File: config.mk
export PLATFORM = sky130hd
export DESIGN_NAME = imem_arbiter_flat
export DESIGN_NICKNAME = d
export VERILOG_FILES = /design/src/rtl/imem_arbiter_if.sv /design/src/rtl/imem_arbiter.sv /design/src/flat_wrapper.sv
export SDC_FILE = /design/constraint.sdc
export NUM_CORES = 1
export LEC_CHECK = 0
export CAP_MARGIN = 20
export CORE_AREA = 8 8 77 79
export DETAILED_ROUTE_END_ITERATION = 16
export DIE_AREA = 0 0 85 87
export DONT_BUFFER_PORTS = 1
export SLEW_MARGIN = 0
export SYNTH_ARGS = -nofsm -noshare
export SYNTH_HDL_FRONTEND = slang
export SYNTH_SLANG_ARGS = --single-unit
File: constraint.sdc
create_clock -name Clk -period 6 [get_ports Clk]
set_input_delay 1.2 -clock Clk [delete_from_list [all_inputs] [get_ports Clk]]
set_output_delay 1.2 -clock Clk [all_outputs]
set_load 0.1 [all_outputs]
File: src/rtl/imem_arbiter_if.sv
// Request/response and memory-port bundle shared by the instruction-memory
// arbiter, the fetch requester, the boot loader and the memory itself.
interface imem_arbiter_if #(
    parameter int ADDR_W = 8
);
    logic              F_Req;
    logic [31:0]       F_Addr;
    logic              F_Gnt;
    logic              F_Valid;
    logic [31:0]       F_Instr;
    logic              F_Err;

    logic              L_Req;
    logic [31:0]       L_Addr;
    logic [31:0]       L_WData;
    logic              L_Last;
    logic              L_Gnt;

    logic              Boot_Done;

    logic              M_En;
    logic              M_We;
    logic [ADDR_W-1:0] M_Addr;
    logic [31:0]       M_WData;
    logic [31:0]       M_RData;

    modport slave (
        input  F_Req, F_Addr,
        input  L_Req, L_Addr, L_WData, L_Last,
        input  M_RData,
        output F_Gnt, F_Valid, F_Instr, F_Err,
        output L_Gnt, Boot_Done,
        output M_En, M_We, M_Addr, M_WData
    );

    modport master (
        output F_Req, F_Addr,
        output L_Req, L_Addr, L_WData, L_Last,
        output M_RData,
        input  F_Gnt, F_Valid, F_Instr, F_Err,
        input  L_Gnt, Boot_Done,
        input  M_En, M_We, M_Addr, M_WData
    );
endinterface

File: src/rtl/imem_arbiter.sv
// Single-port instruction memory arbiter: boot-phase loader ownership, then
// fetch-priority sharing with a bounded wait for late loader writes.
module imem_arbiter #(
    parameter int ADDR_W     = 8,
    parameter int STARVE_MAX = 4
) (
    input  logic          Clk,
    input  logic          Reset,
    imem_arbiter_if.slave bus
);
    typedef enum logic {
        S_BOOT,
        S_RUN
    } state_t;

    localparam logic [3:0] W_SMAX = 4'(STARVE_MAX);

    state_t     r_state;
    logic [3:0] r_starve;
    logic       r_fvalid;
    logic       r_ferr;

    logic       w_fbad;
    logic       w_fgnt;
    logic       w_lgnt;
    logic       w_starved;
    logic       w_unused;

    assign w_fbad = (bus.F_Addr[1:0] != 2'b00) ||
                    ((bus.F_Addr >> (ADDR_W + 2)) != 32'd0);

    assign w_starved = (r_starve == W_SMAX);

    // Loader's high address bits are dropped on purpose: writes wrap.
    assign w_unused = ^{bus.L_Addr[1:0], bus.L_Addr[31:ADDR_W+2]};

    always_comb begin
        w_lgnt = 1'b0;
        w_fgnt = 1'b0;
        if (!Reset) begin
            unique case (r_state)
                S_BOOT: begin
                    w_lgnt = bus.L_Req;
                end
                S_RUN: begin
                    w_lgnt = bus.L_Req && (!bus.F_Req || w_starved);
                    w_fgnt = bus.F_Req && !w_lgnt;
                end
                default: begin
                    w_lgnt = 1'b0;
                    w_fgnt = 1'b0;
                end
            endcase
        end
    end

    assign bus.F_Gnt     = w_fgnt;
    assign bus.L_Gnt     = w_lgnt;
    assign bus.M_En      = w_lgnt || (w_fgnt && !w_fbad);
    assign bus.M_We      = w_lgnt;
    assign bus.M_Addr    = w_lgnt ? bus.L_Addr[ADDR_W+1:2]
                                  : bus.F_Addr[ADDR_W+1:2];
    assign bus.M_WData   = bus.L_WData;

    assign bus.F_Valid   = r_fvalid;
    assign bus.F_Err     = r_ferr;
    assign bus.F_Instr   = (r_fvalid && !r_ferr) ? bus.M_RData : 32'd0;
    assign bus.Boot_Done = (r_state == S_RUN);

    always_ff @(posedge Clk or posedge Reset) begin
        if (Reset) begin
            r_state  <= S_BOOT;
            r_starve <= 4'd0;
            r_fvalid <= 1'b0;
            r_ferr   <= 1'b0;
        end else begin
            r_fvalid <= w_fgnt;
            r_ferr   <= w_fgnt && w_fbad;
            unique case (r_state)
                S_BOOT: begin
                    r_starve <= 4'd0;
                    if (w_lgnt && bus.L_Last) begin
                        r_state <= S_RUN;
                    end
                end
                S_RUN: begin
                    if (bus.L_Req && !w_lgnt) begin
                        r_starve <= w_starved ? r_starve : r_starve + 4'd1;
                    end else begin
                        r_starve <= 4'd0;
                    end
                end
                default: begin
                    r_state  <= S_BOOT;
                    r_starve <= 4'd0;
                end
            endcase
        end
    end
endmodule

File: src/flat_wrapper.sv
// flat-port wrapper written by rule: the top's interface ports become plain ports
module imem_arbiter_flat 
#(
    parameter int ADDR_W     = 8,
    parameter int STARVE_MAX = 4
)
  (Clk, Reset, bus_F_Req, bus_F_Addr, bus_L_Req, bus_L_Addr, bus_L_WData, bus_L_Last, bus_M_RData, bus_F_Gnt, bus_F_Valid, bus_F_Instr, bus_F_Err, bus_L_Gnt, bus_Boot_Done, bus_M_En, bus_M_We, bus_M_Addr, bus_M_WData);
  imem_arbiter_if #(.ADDR_W(ADDR_W)) bus_i ();
  input  logic Clk;
  input  logic Reset;
  input wire logic [$bits(bus_i.F_Req)-1:0] bus_F_Req;
  input wire logic [$bits(bus_i.F_Addr)-1:0] bus_F_Addr;
  input wire logic [$bits(bus_i.L_Req)-1:0] bus_L_Req;
  input wire logic [$bits(bus_i.L_Addr)-1:0] bus_L_Addr;
  input wire logic [$bits(bus_i.L_WData)-1:0] bus_L_WData;
  input wire logic [$bits(bus_i.L_Last)-1:0] bus_L_Last;
  input wire logic [$bits(bus_i.M_RData)-1:0] bus_M_RData;
  output wire logic [$bits(bus_i.F_Gnt)-1:0] bus_F_Gnt;
  output wire logic [$bits(bus_i.F_Valid)-1:0] bus_F_Valid;
  output wire logic [$bits(bus_i.F_Instr)-1:0] bus_F_Instr;
  output wire logic [$bits(bus_i.F_Err)-1:0] bus_F_Err;
  output wire logic [$bits(bus_i.L_Gnt)-1:0] bus_L_Gnt;
  output wire logic [$bits(bus_i.Boot_Done)-1:0] bus_Boot_Done;
  output wire logic [$bits(bus_i.M_En)-1:0] bus_M_En;
  output wire logic [$bits(bus_i.M_We)-1:0] bus_M_We;
  output wire logic [$bits(bus_i.M_Addr)-1:0] bus_M_Addr;
  output wire logic [$bits(bus_i.M_WData)-1:0] bus_M_WData;
  assign bus_i.F_Req = bus_F_Req;
  assign bus_i.F_Addr = bus_F_Addr;
  assign bus_i.L_Req = bus_L_Req;
  assign bus_i.L_Addr = bus_L_Addr;
  assign bus_i.L_WData = bus_L_WData;
  assign bus_i.L_Last = bus_L_Last;
  assign bus_i.M_RData = bus_M_RData;
  assign bus_F_Gnt = bus_i.F_Gnt;
  assign bus_F_Valid = bus_i.F_Valid;
  assign bus_F_Instr = bus_i.F_Instr;
  assign bus_F_Err = bus_i.F_Err;
  assign bus_L_Gnt = bus_i.L_Gnt;
  assign bus_Boot_Done = bus_i.Boot_Done;
  assign bus_M_En = bus_i.M_En;
  assign bus_M_We = bus_i.M_We;
  assign bus_M_Addr = bus_i.M_Addr;
  assign bus_M_WData = bus_i.M_WData;
  imem_arbiter #(.ADDR_W(ADDR_W), .STARVE_MAX(STARVE_MAX)) u_core (.Clk(Clk), .Reset(Reset), .bus(bus_i));
endmodule
==> results of run 1 <==
cells in the final DEF, fill, tap and decap left out, types with 2 or more instances in the layout:
master / instances
and2_1: 32
mux2_4: 8
dfrtp_1: 7
nor4_1: 6
inv_1: 5
nor3_1: 3
clkbuf_8: 3
nand2_1: 2
xnor2_1: 2
mux2i_1: 2
ha_1: 2
flip-flops by register name, summed over array words and instances, names as in the netlist:
signal	flops
u_core.bus.F_Valid	1
u_core.r_starve	4
u_core.bus.F_Err	1
u_core.bus.Boot_Done	1
worst max-delay path, delay by kind of cell (launching register included):
family	cells	cell delay, ns
AND/OR/NAND/NOR	2	1.34
flip-flops	1	0.96
buffers and inverters	1	0.28
through the flow:
stage / hold slack, ns / cells / total power [W] / util (%) / cell area, µm²
floorplan: 0.565 / 119 / 0.000317 / - / 1010
global placement: 0.597 / 139 / 0.000223 / 17.1 / 830
detailed placement: 0.606 / 139 / 0.000224 / 17.1 / 830
CTS: 0.617 / 143 / 0.000292 / 18.0 / 875
global route: 0.657 / 143 / 0.000298 / 18.0 / 875
finish: 0.605 / 143 / 0.000289 / 18.0 / 875
layer usage:
metal  part of all wire [%]  GRT usage [%]
met1                     39           9.48
met2                     44           12.0
met3                     15           5.19
met4                    1.1           3.56
met5                      0              0
kinds of logic (layout without fill, tap and decap cells):
| logic type | Yosys count | after routing | synth area share (%) |
|---|---|---|---|
| buffers and inverters | 43 | 11 | 29.0 |
| DFF | 7 | 7 | 17.4 |
| muxes | 10 | 10 | 13.9 |
| AOI/OAI and AO/OA | 7 | 7 | 5.58 |
| adders and majority gates | 2 | 2 | 2.48 |
| xor gates and xnor gates | 2 | 2 | 1.74 |
| and+or+nand+nor | 48 | 48 | 29.9 |
final cells by class:
cell class                      instances  area [µm²]  share of cell area (%)
Clock buffer                            4        45.0                    5.15
Inverter                                6        22.5                    2.58
Multi-Input combinational cell         69         554                    63.4
Sequential cell                         7         175                    20.0
Tap cell                               56        70.1                    8.01
Timing Repair Buffer                    1        7.51                   0.858
power breakdown:
part | total (W) | internal (W) | switching, W | leakage [nW]
clock | 0.0000668 | 0.0000460 | 0.0000208 | 0.0228
combinational | 0.000159 | 0.0000201 | 0.000139 | 0.287
sequential | 0.0000632 | 0.0000503 | 0.0000129 | 0.0895
total | 0.000289 | 0.000116 | 0.000173 | 0.400
worst max path at each step:
stage / startpoint / endpoint / cells after the start
finish: u_core.bus.F_Valid / bus_F_Instr[11] / 3
global placement: Reset / bus_M_En / 3
floorplan: Reset / bus_M_En / 3
CTS: u_core.bus.F_Valid / bus_F_Instr[11] / 3
detailed placement: Reset / bus_M_En / 3
global route: u_core.bus.F_Valid / bus_F_Instr[11] / 3
==> reports/metrics.cfg, run 1 <==
[outcome]
outcome=finished clean

[synthesis]
synth_top_cell_by_area=buf_4
synth_edf_count=0
ys_seq_elements=7
synth_cells=119
syn_area_um2=1010
synth_warnings=0
ys_seq_area_share_pct=17.4
netlist-cell-type-count=25
syn_nets=254
synth_most_common_cell=buf_4
synth_area_per_cell_um2=8.47
synthArstFlopShare_pct=100
synth_top_area_share_pct=24.6
synth_common_cells=buf_4 (33), and2_1 (32), mux2_4 (8), dfrtp_1 (7)
synth_flop_cell=dfrtp_1
yosys-top-cells-area=buf_4 (25%), and2_1 (20%), dfrtp_1 (17%), mux2_4 (12%), nor4_1 (3.7%)

[clocking]
cts_buffers=3
cts.sink_count=7
path_clk_slew_ns=0.04
htree_levels=1
postCtsSetupRepairBufs=0
holdBufCountCts=0
cts_tree=built
cts_buffer_depth=2
post_cts_resized=0
clkLatencyLatePin_ns=0.23
root_buffer=clkbuf_8

[route]
vias_per_cell=5.02
antenna_left=0
drc=0
drtIter0Drc=15
wl_per_cell_um=24.3
firstDrtPassIters=4
wl_um=3480
vias=718

[power]
peakVddDrop_mv=0.130
p_leak_nw=0.400
cellPowerDensity_nw_per_um2=330

[timing]
max_slew_margin_pct=28.0
setup_ws_ns=1.98
finClkSkew_ns=0.000253
worstMarginPinSlew_ns=1.08
final.min_clock_period_ns=4.02
setup_viol=0
finalSetupTns_ns=0
clock.fmax_mhz=248
final_hold_viol_count=0
rsz0062_at_grt=false
finalCritPeriodShare_pct=67.1
report.final.slew_viol_count=0

[global_routing]
grt_pass1_wl_um=4730
grt_pass1_vias=790
antenna_found_initial=0
grt_max_degree=23
grt_overflow_total=0
grt_usage_pct=8.31

[hold_path]
min_delay_path_depth=2
min_path_type=reg -> reg
worstHoldEndpoint=u_core.r_starve[3]
min_from=u_core.r_starve[3]

[placed_design]
pre_cts_ws_ns=2.07
hpwl_um=3200
port_buffers=0
place_congestion=0.613

[setup_path]
slowest_stage=dfrtp_1
r2r-start=u_core.bus.Boot_Done
max_stage_delay_ns=0.96
r2r_cells=3
end_kind=primary output
start_kind=register
cp.required_ns=4.80
worstPathArrival_ns=2.82
worstPathCellList=nor2b_1, buf_4, and2_1
r2r_end=u_core.bus.Boot_Done
path_max_fanout=22
r2r_slack_ns=3.20
critPathKind=reg -> out

[die]
io_pins=212
die_area_um2=7400
core_area_um2=4850
fp.dieW_um=85
start_util_pct=20.8
die_y_um=87
fp-row-count=26

[finish]
diodes=0
nNetsFinal=223
drive_above_1_share_pct=18.4
area_delta_synth_final_pct=-13.3
fill_cells=531

[job]
drv_cap=0

No activity file was read; power rests on OpenSTA's default activity.
==> run 2: changes to the inputs <==
==> constraint.sdc (replaced) <==
create_clock -name Clk -period 3.8 [get_ports Clk]
set_input_delay 0.76 -clock Clk [delete_from_list [all_inputs] [get_ports Clk]]
set_output_delay 0.76 -clock Clk [all_outputs]
set_load 0.1 [all_outputs]
==> run 2 against run 1 <==
Compared with the run above: total power rose by 83%; cell count rose by 26%; global-route usage rose by 0.38 points; clock skew rose by 0.0024 ns; clock power rose by 51%; sequential cell count did not move; via count rose by 13%; die area did not move.
==> reports/metrics.cfg, run 2 (synthesis gave the netlist of run 1 again) <==
[outcome]
outcome=finished clean  ; unchanged

[setup_path]
cp.required_ns=3.04  ; was 4.80 ns
worstPathArrival_ns=2.26  ; was 2.82 ns
critPathKind=reg -> out  ; unchanged
path_max_fanout=10  ; was 22
slowest_stage=a311o_1  ; was dfrtp_1
end_kind=primary output  ; unchanged
start_kind=register  ; unchanged
worstPathCellList=inv_1, ha_1, nand3b_4, a311o_1, inv_2, buf_4  ; was nor2b_1, buf_4, and2_1
max_stage_delay_ns=0.62  ; was 0.96 ns

[timing]
setup_viol=0  ; unchanged
worstMarginPinSlew_ns=0.851  ; was 1.08 ns
report.final.slew_viol_count=0  ; unchanged
max_slew_margin_pct=43.2  ; was 28.0%
final_hold_viol_count=0  ; unchanged
final.min_clock_period_ns=3.02
rsz0062_at_grt=false  ; unchanged
finalCritPeriodShare_pct=79.4
finClkSkew_ns=0.00267  ; was 0.000253 ns
finalSetupTns_ns=0  ; unchanged
clock.fmax_mhz=331

[global_routing]
grt_pass1_vias=972  ; was 790
grt_usage_pct=8.69  ; was 8.31%
grt_pass1_wl_um=5110  ; was 4730 µm
grt_overflow_total=0  ; unchanged
grt_max_degree=33  ; was 23
antenna_found_initial=0  ; unchanged

[die]
start_util_pct=20.8  ; unchanged
core_area_um2=4850  ; unchanged
die_y_um=87  ; unchanged
fp.dieW_um=85  ; unchanged
fp-row-count=26  ; unchanged
die_area_um2=7400  ; unchanged
io_pins=212  ; unchanged

[route]
drtIter0Drc=8  ; was 15
firstDrtPassIters=4  ; unchanged
drc=0  ; unchanged
vias=811  ; was 718
antenna_left=0  ; unchanged
wl_per_cell_um=19.4  ; was 24.3 µm
wl_um=3490  ; was 3480 µm
vias_per_cell=4.51  ; was 5.02

[placed_design]
port_buffers=0  ; unchanged
hpwl_um=3240  ; was 3200 µm
place_congestion=0.667  ; was 0.613

[clocking]
cts_buffer_depth=2  ; unchanged
root_buffer=clkbuf_8  ; unchanged
cts_buffers=3  ; unchanged
post_cts_resized=0  ; unchanged
htree_levels=1  ; unchanged
postCtsSetupRepairBufs=0  ; unchanged
cts_tree=built  ; unchanged
cts.sink_count=7  ; unchanged
holdBufCountCts=0  ; unchanged
path_clk_slew_ns=0.04  ; about the same
clkLatencyLatePin_ns=0.22  ; was 0.23 ns

[hold_path]
min_path_type=in -> async  ; was reg -> reg

[finish]
nNetsFinal=260  ; was 223
diodes=0  ; unchanged
most-common-layout-cells=and2_1 (32), buf_12 (32), mux2_4 (8)  ; was and2_1 (32), mux2_4 (8), dfrtp_1 (7)
area_delta_synth_final_pct=54.0  ; was -13.3%
largest_reg_flops=4  ; unchanged
final_util_pct=32.0  ; was 18.0%
largest_register=u_core.r_starve  ; unchanged
drive_above_1_share_pct=42.7  ; was 18.4%

[job]
drv_cap=0  ; unchanged

[power]
p_leak_nw=0.691  ; was 0.400 nW
peakVddDrop_mv=0.156  ; was 0.130 mV
cellPowerDensity_nw_per_um2=341  ; was 330 nW/µm²

run 2: cell types whose count changed in the layout (fill, tap and decap cells not counted), sizes merged:
cell / previous run / this run
buf: 1 / 38
run 2: worst paths after layout:
check	start	endpoint	slack (ns)	cells after the start
min in group Clk	u_core.r_starve[3]	u_core.r_starve[3]	0.61	2
worst max register to register	u_core.r_starve[0]	u_core.bus.Boot_Done	1.51	7
worst min register to register	u_core.r_starve[3]	u_core.r_starve[3]	0.61	2
worst max-delay path	u_core.r_starve[0]	bus_L_Gnt	0.78	6
max in group asynchronous	Reset	u_core.bus.F_Err	3.21	1
worst min-delay path	Reset	u_core.r_starve[1]	0.37	1
run 2: cell type report:
cell class,count,area [µm²]
Fill cell,472,3290
Sequential cell,7,175
Tap cell,56,70.1
Multi-Input combinational cell,69,554
Clock buffer,4,45.0
Timing Repair Buffer,38,686
Inverter,6,22.5
run 2: per-stage QoR:
stage	total power (W)	setup slack (ns)	hold WS, ns	cell area [µm²]	std cells
2_1_floorplan	0.000501	0.297	0.565	1010	119
3_3_place_gp	0.000431	1.03	0.597	1510	176
3_5_place_dp	0.000433	0.999	0.605	1510	176
4_1_cts	0.000538	0.754	0.368	1550	180
5_1_grt	0.000554	0.680	0.374	1550	180
6_report	0.000530	0.783	0.366	1550	180
run 2: worst max-delay path, delay by kind of cell, from the launching register on:
family	cells	cell delay [ns]
AOI/OAI and AO/OA	1	0.62
adders and majority gates	1	0.21
buffers and inverters	3	0.66
DFF	1	0.41
and+or+nand+nor	1	0.13
run 2: where the power goes:
part / leakage (nW) / switching (W) / internal, W
Combinational: 0.579 / 0.000249 / 0.0000953
Clock: 0.0228 / 0.0000290 / 0.0000723
Sequential: 0.0895 / 0.00000397 / 0.0000798
run 2: per-layer routing:
layer	track usage, %	up-vias	part of all wire (%)
met5	0	-	0
met4	4.69	0	1.0
met3	6.51	8	17
met2	13.6	93	49
met1	8.13	344	33
li1	-	366	-
==> run 3: changes to the inputs <==
==> constraint.sdc (replaced) <==
create_clock -name Clk -period 2.9 [get_ports Clk]
set_input_delay 0.58 -clock Clk [delete_from_list [all_inputs] [get_ports Clk]]
set_output_delay 0.58 -clock Clk [all_outputs]
set_load 0.1 [all_outputs]
==> run 3 against run 2 <==
Compared with the run above: non-clock buffer count is 1 higher; worst hold slack worse by 0.18 ns; clock-buffer cell count stayed put.
==> reports/metrics.cfg, run 3 (synthesis gave the netlist of run 1 again) <==
[global_routing]
grt_usage_pct=8.00  ; was 8.69%
grt_max_degree=33  ; unchanged
grt_overflow_total=0  ; unchanged
grt_pass1_wl_um=4810  ; was 5110 µm
grt_pass1_vias=919  ; was 972
antenna_found_initial=0  ; unchanged

[clocking]
cts_tree=built  ; unchanged
path_clk_slew_ns=0.04  ; about the same
cts_buffers=3  ; unchanged
clkLatencyLatePin_ns=0.22  ; about the same
holdBufCountCts=0  ; unchanged
cts.sink_count=7  ; unchanged
cts_buffer_depth=2  ; unchanged
htree_levels=1  ; unchanged
root_buffer=clkbuf_8  ; unchanged

[timing]
setup_viol=0  ; unchanged
clock.fmax_mhz=370
final.min_clock_period_ns=2.71
rsz0062_at_grt=false  ; unchanged
finalCritPeriodShare_pct=93.3
finalSetupTns_ns=0  ; unchanged
finClkSkew_ns=0.000768  ; was 0.00267 ns
final_hold_viol_count=0  ; unchanged
report.final.slew_viol_count=0  ; unchanged
worstMarginPinSlew_ns=0.870  ; was 0.851 ns
max_slew_margin_pct=41.9  ; was 43.2%

[route]
wl_um=3370  ; was 3490 µm
met1_length_um=1240  ; was 1160 µm
firstDrtPassIters=4  ; unchanged
dr_wl_met2_um=1630  ; was 1700 µm
dr.max_layer_used=met4  ; unchanged
vias_per_cell=4.43  ; was 4.51
drtIter0Drc=21  ; was 8
wl_per_cell_um=18.6  ; was 19.4 µm
met3WireLength_um=489  ; was 599 µm
vias=802  ; was 811
antenna_left=0  ; unchanged
drc=0  ; unchanged

[finish]
drive_above_1_share_pct=44.0  ; was 42.7%
largest_register=u_core.r_starve  ; unchanged
fill_cells=476  ; was 472
largest_reg_flops=4  ; unchanged
mostFrequentLayoutCell=buf_12
area_delta_synth_final_pct=56.5  ; was 54.0%
stdcell_area_um2=1580  ; was 1550 µm²
most-common-layout-cells=buf_12 (33), and2_1 (32), mux2_4 (8)  ; was and2_1 (32), buf_12 (32), mux2_4 (8)
nNetsFinal=261  ; was 260
layout.cells.non_filler=181  ; was 180
diodes=0  ; unchanged

[die]
die_area_um2=7400  ; unchanged
core_area_um2=4850  ; unchanged
die_y_um=87  ; unchanged
fp.dieW_um=85  ; unchanged
io_pins=212  ; unchanged
start_util_pct=20.8  ; unchanged
fp-row-count=26  ; unchanged

[job]
drv_cap=0  ; unchanged

[placed_design]
dp_cells=177  ; was 176
placed_area_um2=1530  ; was 1510 µm²
hpwl_um=3080  ; was 3240 µm
place_congestion=0.658  ; was 0.667
port_buffers=0  ; unchanged

[outcome]
outcome=finished clean  ; unchanged

[setup_path]
critPathKind=reg -> out  ; unchanged
start_kind=register  ; unchanged
r2r_slack_ns=0.86  ; was 1.51 ns
cp.required_ns=2.32  ; was 3.04 ns
end_kind=primary output  ; unchanged
r2r_cells=5  ; was 7
r2r-start=u_core.r_starve[0]  ; unchanged
cp_top_family=compound AO/OA/AOI/OAI gates  ; was buffers and inverters
path_max_fanout=10  ; unchanged
max_stage_delay_ns=0.57  ; was 0.62 ns
critPathBufInv=1  ; was 3
slowest_stage=a311o_2  ; was a311o_1
worstPathCellList=inv_1, ha_1, nand3b_4, a311o_2, mux2_4  ; was inv_1, ha_1, nand3b_4, a311o_1, inv_2, buf_4
worstPathArrival_ns=2.13  ; was 2.26 ns
r2r_end=u_core.bus.F_Valid  ; was u_core.bus.Boot_Done

[power]
p_leak_nw=0.693  ; was 0.691 nW
peakVddDrop_mv=0.311  ; was 0.156 mV
power_w=0.000699  ; was 0.000530 W
cellPowerDensity_nw_per_um2=443  ; was 341 nW/µm²

[hold_path]
min_path_type=in -> async  ; unchanged

==> run 3: cell count changes in the layout (fill, tap and decap cells not counted) <==
cell,delta
a311o_1,-1
a311o_2,+1
buf_12,+1
clkinvlp_4,+1
inv_2,-1
==> run 3: worst max path at each step <==
| stage | to | start | slack [ns] | cells after the start |
|---|---|---|---|---|
| after floorplan | bus_M_En | u_core.bus.Boot_Done | 0.03 | 2 |
| after global placement | bus_L_Gnt | u_core.r_starve[0] | 0.31 | 6 |
| after detailed placement | bus_L_Gnt | u_core.r_starve[0] | 0.27 | 6 |
| after CTS | bus_L_Gnt | u_core.r_starve[0] | 0.02 | 6 |
| after global routing | bus_M_Addr[5] | u_core.r_starve[0] | 0.11 | 5 |
| final | bus_M_Addr[5] | u_core.r_starve[0] | 0.19 | 5 |
==> run 3: power by group <==
group	total (W)	internal, W	switching, W
registers	0.000111	0.000105	0.00000621
logic	0.000455	0.000128	0.000326
clock network	0.000134	0.0000948	0.0000390
total	0.000699	0.000328	0.000372
==> run 3: timing repair <==
action                                  4_1_cts  5_1_grt
gates resized for setup                       0        1
endpoints found under the setup margin        0       10
setup buffers                                 0        0
==> run 3: metrics by stage <==
stage / setup slack (ns) / hold WS [ns] / util, %
after CTS: 0.0202 / 0.179 / 32.5
after global routing: 0.106 / 0.189 / 32.6
after detailed placement: 0.273 / 0.417 / 31.6
final: 0.195 / 0.181 / 32.6
after global placement: 0.308 / 0.416 / 31.6
after floorplan: 0.0300 / 0.391 / -
==> run 3: layout make-up <==
cell class | instances | area, µm² | area share [%]
Inverter | 6 | 26.3 | 1.67
Multi-Input combinational cell | 69 | 556 | 35.2
Sequential cell | 7 | 175 | 11.1
Timing Repair Buffer | 39 | 706 | 44.7
Tap cell | 56 | 70.1 | 4.44
Clock buffer | 4 | 45.0 | 2.85
==> run 3: layer usage <==
layer	global-route usage [%]	vias to the layer above
li1	-	370
met1	8.23	348
met2	12.5	80
met3	6.13	4
met4	1.94	0
met5	0	-
